==> config.mk <==
export PLATFORM = sky130hd
export DESIGN_NAME = ad9361_tx_pacer_flat
export DESIGN_NICKNAME = d
export VERILOG_FILES = /design/src/rtl/ad9361_tx_pacer_if.sv /design/src/rtl/ad9361_tx_pacer.sv /design/src/flat_wrapper.sv
export SDC_FILE = /design/constraint.sdc
export NUM_CORES = 1
export LEC_CHECK = 0
export ABC_AREA = 1
export CAP_MARGIN = 5
export CORE_MARGIN = 4
export CORE_UTILIZATION = 25
export DETAILED_ROUTE_END_ITERATION = 6
export GPL_TIMING_DRIVEN = 0
export PLACE_DENSITY = 0.59
export SYNTH_ARGS = -nofsm -noshare
export SYNTH_HDL_FRONTEND = slang
export SYNTH_SLANG_ARGS = --single-unit
==> constraint.sdc <==
create_clock -name AD9361_CLK -period 1.7 [get_ports AD9361_CLK]
set_input_delay 0.17 -clock AD9361_CLK [delete_from_list [all_inputs] [get_ports AD9361_CLK]]
set_output_delay 0.17 -clock AD9361_CLK [all_outputs]
set_load 0.005 [all_outputs]
==> src/rtl/ad9361_tx_pacer_if.sv <==
// FIFO-to-pacer stream handshake: {Q,I} data, valid from the FIFO, ready (read strobe) back.
interface ad9361_tx_pacer_if #(
  parameter int unsigned DATA_W = 12
);
  logic [2*DATA_W-1:0] s_tdata;
  logic                s_tvalid;
  logic                s_tready;

  modport master (output s_tdata, output s_tvalid, input s_tready);
  modport slave  (input s_tdata, input s_tvalid, output s_tready);
endinterface

==> src/rtl/ad9361_tx_pacer.sv <==
// AD9361 TX sample pacer: one FIFO read per INTERP cycles, priming and underflow detection.
// Define TX_PACER_HOLD_EN to hold the last accepted sample on empty slots instead of zeroing.
module ad9361_tx_pacer #(
  parameter int unsigned INTERP         = 12,
  parameter int unsigned DATA_W         = 12,
  parameter int unsigned PRIME_SLOTS    = 4,
  parameter int unsigned UNDERRUN_LIMIT = 8,
  parameter int unsigned CNT_W          = 16
) (
  input  logic                 AD9361_CLK,
  input  logic                 rst_32d768M,
  ad9361_tx_pacer_if.slave     fifo,
  output logic [DATA_W-1:0]    tx_I,
  output logic [DATA_W-1:0]    tx_Q,
  output logic                 tx_strobe,
  output logic                 running,
  output logic                 underflow,
  output logic [CNT_W-1:0]     underflow_cnt
);

  localparam int unsigned SLOT_W  = $clog2(INTERP);
  localparam int unsigned PRIME_W = (PRIME_SLOTS > 1) ? $clog2(PRIME_SLOTS) : 1;
  localparam int unsigned EMPTY_W = $clog2(UNDERRUN_LIMIT + 1);

  localparam logic [SLOT_W-1:0]  SLOT_LAST  = SLOT_W'(INTERP - 1);
  localparam logic [PRIME_W-1:0] PRIME_LAST = PRIME_W'(PRIME_SLOTS - 1);
  localparam logic [EMPTY_W-1:0] EMPTY_LAST = EMPTY_W'(UNDERRUN_LIMIT - 1);

  typedef enum logic [1:0] {IDLE, ARM, RUN} state_e;

  // Reset synchronizer: asserts asynchronously, releases on the 2nd clock edge.
  logic [1:0] rst_sync_q;
  logic       rst_int;

  always_ff @(posedge AD9361_CLK or posedge rst_32d768M) begin
    if (rst_32d768M) rst_sync_q <= 2'b11;
    else             rst_sync_q <= {rst_sync_q[0], 1'b0};
  end

  assign rst_int = rst_sync_q[1];

  state_e              state_q, state_d;
  logic [SLOT_W-1:0]   slot_q, slot_d;
  logic [PRIME_W-1:0]  prime_q, prime_d;
  logic [EMPTY_W-1:0]  empty_q, empty_d;
  logic [DATA_W-1:0]   tx_i_q, tx_i_d;
  logic [DATA_W-1:0]   tx_q_q, tx_q_d;
  logic                strobe_q, strobe_d;
  logic                uflow_q, uflow_d;
  logic [CNT_W-1:0]    ucnt_q, ucnt_d;
  logic                ready_q, ready_d;
  logic                running_q, running_d;
  logic [SLOT_W-1:0]   slot_inc;

  always_ff @(posedge AD9361_CLK or posedge rst_int) begin
    if (rst_int) begin
      state_q   <= IDLE;
      slot_q    <= '0;
      prime_q   <= '0;
      empty_q   <= '0;
      tx_i_q    <= '0;
      tx_q_q    <= '0;
      strobe_q  <= 1'b0;
      uflow_q   <= 1'b0;
      ucnt_q    <= '0;
      ready_q   <= 1'b0;
      running_q <= 1'b0;
    end else begin
      state_q   <= state_d;
      slot_q    <= slot_d;
      prime_q   <= prime_d;
      empty_q   <= empty_d;
      tx_i_q    <= tx_i_d;
      tx_q_q    <= tx_q_d;
      strobe_q  <= strobe_d;
      uflow_q   <= uflow_d;
      ucnt_q    <= ucnt_d;
      ready_q   <= ready_d;
      running_q <= running_d;
    end
  end

  assign slot_inc = (slot_q == SLOT_LAST) ? '0 : slot_q + SLOT_W'(1);

  // Next-state and output decode; ready_q is high exactly on slot 0 of RUN.
  always_comb begin
    state_d  = state_q;
    slot_d   = slot_q;
    prime_d  = prime_q;
    empty_d  = empty_q;
    tx_i_d   = tx_i_q;
    tx_q_d   = tx_q_q;
    strobe_d = 1'b0;
    uflow_d  = 1'b0;
    ucnt_d   = ucnt_q;

    case (state_q)
      IDLE: begin
        slot_d  = '0;
        prime_d = '0;
        empty_d = '0;
        tx_i_d  = '0;
        tx_q_d  = '0;
        if (fifo.s_tvalid) state_d = ARM;
      end
      ARM: begin
        slot_d = slot_inc;
        if (slot_q == SLOT_LAST) begin
          if (prime_q == PRIME_LAST) begin
            state_d = RUN;
            prime_d = '0;
          end else begin
            prime_d = prime_q + PRIME_W'(1);
          end
        end
      end
      RUN: begin
        slot_d = slot_inc;
        if (ready_q) begin
          if (fifo.s_tvalid) begin
            tx_i_d   = fifo.s_tdata[DATA_W-1:0];
            tx_q_d   = fifo.s_tdata[2*DATA_W-1:DATA_W];
            strobe_d = 1'b1;
            empty_d  = '0;
          end else begin
            uflow_d = 1'b1;
            if (ucnt_q != '1) ucnt_d = ucnt_q + CNT_W'(1);
            empty_d = empty_q + EMPTY_W'(1);
`ifndef TX_PACER_HOLD_EN
            tx_i_d = '0;
            tx_q_d = '0;
`endif
            // Final empty slot of an underrun: leave RUN with outputs cleared.
            if (empty_q == EMPTY_LAST) begin
              state_d = IDLE;
              slot_d  = '0;
              empty_d = '0;
              tx_i_d  = '0;
              tx_q_d  = '0;
            end
          end
        end
      end
      default: state_d = IDLE;
    endcase
  end

  assign ready_d   = (state_d == RUN) && (slot_d == '0);
  assign running_d = (state_d == RUN);

  assign fifo.s_tready = ready_q;
  assign tx_I          = tx_i_q;
  assign tx_Q          = tx_q_q;
  assign tx_strobe     = strobe_q;
  assign running       = running_q;
  assign underflow     = uflow_q;
  assign underflow_cnt = ucnt_q;

endmodule

==> src/flat_wrapper.sv <==
// flat-port wrapper written by rule: the top's interface ports become plain ports
module ad9361_tx_pacer_flat 
#(
  parameter int unsigned INTERP         = 12,
  parameter int unsigned DATA_W         = 12,
  parameter int unsigned PRIME_SLOTS    = 4,
  parameter int unsigned UNDERRUN_LIMIT = 8,
  parameter int unsigned CNT_W          = 16
)
  (AD9361_CLK, rst_32d768M, tx_I, tx_Q, tx_strobe, running, underflow, underflow_cnt, fifo_s_tdata, fifo_s_tvalid, fifo_s_tready);
  ad9361_tx_pacer_if #(.DATA_W(DATA_W)) fifo_i ();
  input  logic AD9361_CLK;
  input  logic rst_32d768M;
  output logic [DATA_W-1:0] tx_I;
  output logic [DATA_W-1:0] tx_Q;
  output logic tx_strobe;
  output logic running;
  output logic underflow;
  output logic [CNT_W-1:0] underflow_cnt;
  input wire logic [$bits(fifo_i.s_tdata)-1:0] fifo_s_tdata;
  input wire logic [$bits(fifo_i.s_tvalid)-1:0] fifo_s_tvalid;
  output wire logic [$bits(fifo_i.s_tready)-1:0] fifo_s_tready;
  assign fifo_i.s_tdata = fifo_s_tdata;
  assign fifo_i.s_tvalid = fifo_s_tvalid;
  assign fifo_s_tready = fifo_i.s_tready;
  ad9361_tx_pacer #(.INTERP(INTERP), .DATA_W(DATA_W), .PRIME_SLOTS(PRIME_SLOTS), .UNDERRUN_LIMIT(UNDERRUN_LIMIT), .CNT_W(CNT_W)) u_core (.AD9361_CLK(AD9361_CLK), .rst_32d768M(rst_32d768M), .fifo(fifo_i), .tx_I(tx_I), .tx_Q(tx_Q), .tx_strobe(tx_strobe), .running(running), .underflow(underflow), .underflow_cnt(underflow_cnt));
endmodule
==> reports/metrics.cfg <==
[timing]
slew_headroom = 0.544
tightest_slew_ns = 0.682
finalHoldWorstSlack_ns = 0.150
finalClockSkew_ns = 0.0115
timing.setup.tns_ns = 0
min_period_ns = 1.61
final-max-slew-violation-count = 0
setup_viol = 0
fin_crit_sh = 0.949
layout_setup_ws_ns = 0.0867
hold_violations = 0
max_freq_mhz = 620

[global_routing]
grt_use_total = 0.112
grt_max_degree = 57
grt_pass1_wl_um = 11500
grt_pass1_vias = 2388
antenna_found_initial = 0
grt.overflow.total = 0

[worst_setup_path]
r2r-end = u_core.underflow_cnt[10]$_DFFE_PP0P_
path_max_fanout = 10
path_buf_inv = 3
cp_top_family = simple AND/OR/NAND/NOR gates
criticalPathCategory = reg2reg
critPathMostFrequentCell = nand2_4
slowest_stage = dfrtp_1
rr_worst_depth = 11
reg2reg_slack_ns = 0.09
cp_slowest_stage_delay_ns = 0.36
critPathRequiredTime_ns = 1.92
r2r_start = u_core.underflow_cnt[1]$_DFFE_PP0P_
cp.arrival_ns = 1.84
path_cells = ha_2, inv_2, nor2_8, nand2_4, nor2_4, nand3_4, nand2_4, inv_4, buf_6, nand3_1, nand2_1
cp-start-kind = flop
critPathCaptureType = flop

[clocking]
cts.sinks = 58
hold_buffers = 0
clkTransAtPathRegs_ns = 0.07
ctsHtreeMaxLevel = 3
cts_tree = done
cts_buffer_depth = 2
root_buffer = clkbuf_8
numCtsBuffers = 9
clock_latency_ns = 0.34

[yosys]
synth_cell_type_count = 35
yosys.area.top_type = dfrtp_1
syn-num-nets = 363
seq_area_frac_synth = 0.528
netlist.area_leader.share = 0.509
ys_ff_latch = 58
syn_inst = 332
syn_avg_cell_area_sq_um = 8.29
synth_area_leaders = dfrtp_1 51%, nand2_1 16%, nand3_1 6.7%, inv_1 3.7%, nor2_1 2.9%
synthesis.area_sq_um = 2750
ys_warn_count = 0

[pwr]
p_per_area_nw_per_um2 = 969
comb_power_share = 0.198
clkPwrFrac = 0.369
leakage_nw = 1.89
switching_share = 0.269
power_frac_seq = 0.433
p_sw_mw = 1.03
irDropWorstVdd_uv = 335
p_int_mw = 2.80

[worst_hold_path]
hold_class = in2async

[die]
dieArea_sq_um = 12800
fp.dieH_um = 113
rows = 38
die_x_um = 113
initial_utilization = 0.255
io_pins = 71
fp.coreArea_sq_um = 10800

[route]
num_vias = 2456
route.detailed.drc = 0
post_drt_via_cell_ratio = 4.33
drt_iter0_drc = 107
routedWlPerCell_um = 12.1
wirelength_um = 6860
drt-pass1-iter-count = 4
drtAntennaViolNets = 0

[outcome]
status = finished, final reports clean

[placed_design]
gp_congestion = 0.829
port_buffers = 70
dp_hpwl_um = 4830
pre_cts_slack_ns = -0.0425

[final_layout]
diodes = 0
syn_to_final_growth_pct = 43.8
drive_above_1_share = 0.119
nNetsFinal = 453
utilization = 0.367

[run]
cap_violations = 0

## synthesized netlist by cell type
cell type  instances
o21ai_2            2
a21oi_1            5
buf_4              1
buf_2              1
a31oi_1            1
o211ai_1           1
o21ai_0           11
clkbuf_1           4
xnor2_1            3
inv_1             27
inv_2              2
nor2_4             1
dfstp_2            2
nor2_1            21
nand4_1            3
nand2_1          121
or2_2              1
nand3_1           37
nor3_1             3
dfrtp_1           56
conb_1             1
o31ai_1            1
nand3_2            1
xor2_1             9
nand2_4            2
clkbuf_2           1
ha_1               4
a21oi_2            1
o21ai_1            2
buf_6              1
buf_1              2
nor2_8             1
nand2_2            1
inv_4              1
a22o_1             1
## per-stage QoR
stage,power (mW),instances,instance area (sq um)
after CTS,3.88,560,3870
after global routing,4.07,567,3960
after floorplan,1.99,332,2760
after detailed placement,2.41,542,3630
final,3.84,567,3960
after global placement,2.40,542,3630
## flip-flops by register name (all words and copies together), names as in the netlist
| name | flops |
|---|---|
| u_core.underflow_cnt | 16 |
| u_core.tx_I | 12 |
| u_core.tx_Q | 12 |
| u_core.empty_q | 4 |
| u_core.slot_q | 4 |
| u_core.prime_q | 2 |
| u_core.rst_sync_q | 2 |
| u_core.state_q | 2 |
| u_core.fifo.s_tready | 1 |
| u_core.running | 1 |
| u_core.tx_strobe | 1 |
| u_core.underflow | 1 |
## logic make-up after synthesis
family | synth area share
AOI/OAI and AO/OA | 0.0532
buffers and inverters | 0.0604
and+or+nand+nor | 0.301
adders and majority gates | 0.0182
other | 0.00136
DFF | 0.528
xor gates and xnor gates | 0.0382
## worst reg2reg max path, stage by stage (launching register included)
cell and delay (ns):
dfrtp_1 0.36, ha_2 0.20, inv_2 0.06, nor2_8 0.13, nand2_4 0.07, nor2_4 0.13
nand3_4 0.09, nand2_4 0.12, inv_4 0.07, buf_6 0.15, nand3_1 0.07, nand2_1 0.06
## timing repair
item                       4_1_cts  5_1_grt
gates cloned                     0        0
gates resized for setup          1        8
pin swaps                        1        4
setup endpoints to repair       14       16
setup buffers                    2        6
## layer usage
layer,vias up,global-route usage,share of wire
met5,-,0,0
li1,1226,-,-
met3,10,0.0396,0.060
met4,0,0.0433,0.018
met2,60,0.176,0.48
met1,1160,0.143,0.44
## power by group through the flow
stage | registers (mW) | logic (mW) | clock network, mW
floorplan | 1.69 | 0.305 | 0
global placement | 1.69 | 0.709 | 0
detailed placement | 1.69 | 0.725 | 0
CTS | 1.66 | 0.756 | 1.46
global route | 1.68 | 0.848 | 1.54
finish | 1.66 | 0.758 | 1.42
## cells in the final DEF (no fill, tap or decap), types with 3 or more instances in the layout
cell / count
xnor2_1: 3
a21oi_1: 5
clkdlybuf4s50_1: 70
ha_1: 3
nand2_1: 121
o21ai_0: 11
inv_1: 25
clkbuf_1: 3
xor2_1: 9
clkinvlp_4: 3
buf_4: 9
nand3_1: 37
nand4_1: 3
clkbuf_8: 9
inv_2: 3
dfrtp_1: 56
nor2_1: 19
## layout make-up
type / instances / area, sq um
Fill cell: 1114 / 6830
Sequential cell: 58 / 1450
Multi-Input combinational cell: 234 / 1160
Timing Repair Buffer: 79 / 781
Tap cell: 140 / 175
Clock buffer: 9 / 124
Inverter: 30 / 119
Clock inverter: 7 / 93.8
Buffer: 10 / 52.6
## worst max-delay path by stage
| stage | endpoint | from | slack [ns] | cells after the start |
|---|---|---|---|---|
| finish | u_core.underflow_cnt[10]$_DFFE_PP0P_ | u_core.underflow_cnt[1]$_DFFE_PP0P_ | 0.09 | 11 |
| global route | u_core.underflow_cnt[10]$_DFFE_PP0P_ | u_core.underflow_cnt[0]$_DFFE_PP0P_ | -0.002 | 11 |
| CTS | u_core.underflow_cnt[10]$_DFFE_PP0P_ | u_core.underflow_cnt[0]$_DFFE_PP0P_ | 0.01 | 11 |
| detailed placement | u_core.underflow_cnt[5]$_DFFE_PP0P_ | u_core.underflow_cnt[0]$_DFFE_PP0P_ | -0.04 | 11 |
| global placement | u_core.underflow_cnt[10]$_DFFE_PP0P_ | u_core.underflow_cnt[0]$_DFFE_PP0P_ | -0.03 | 11 |
| floorplan | u_core.underflow_cnt[10]$_DFFE_PP0P_ | u_core.underflow_cnt[0]$_DFFE_PP0P_ | 0.15 | 11 |
Power figures use the tool's default switching activity.
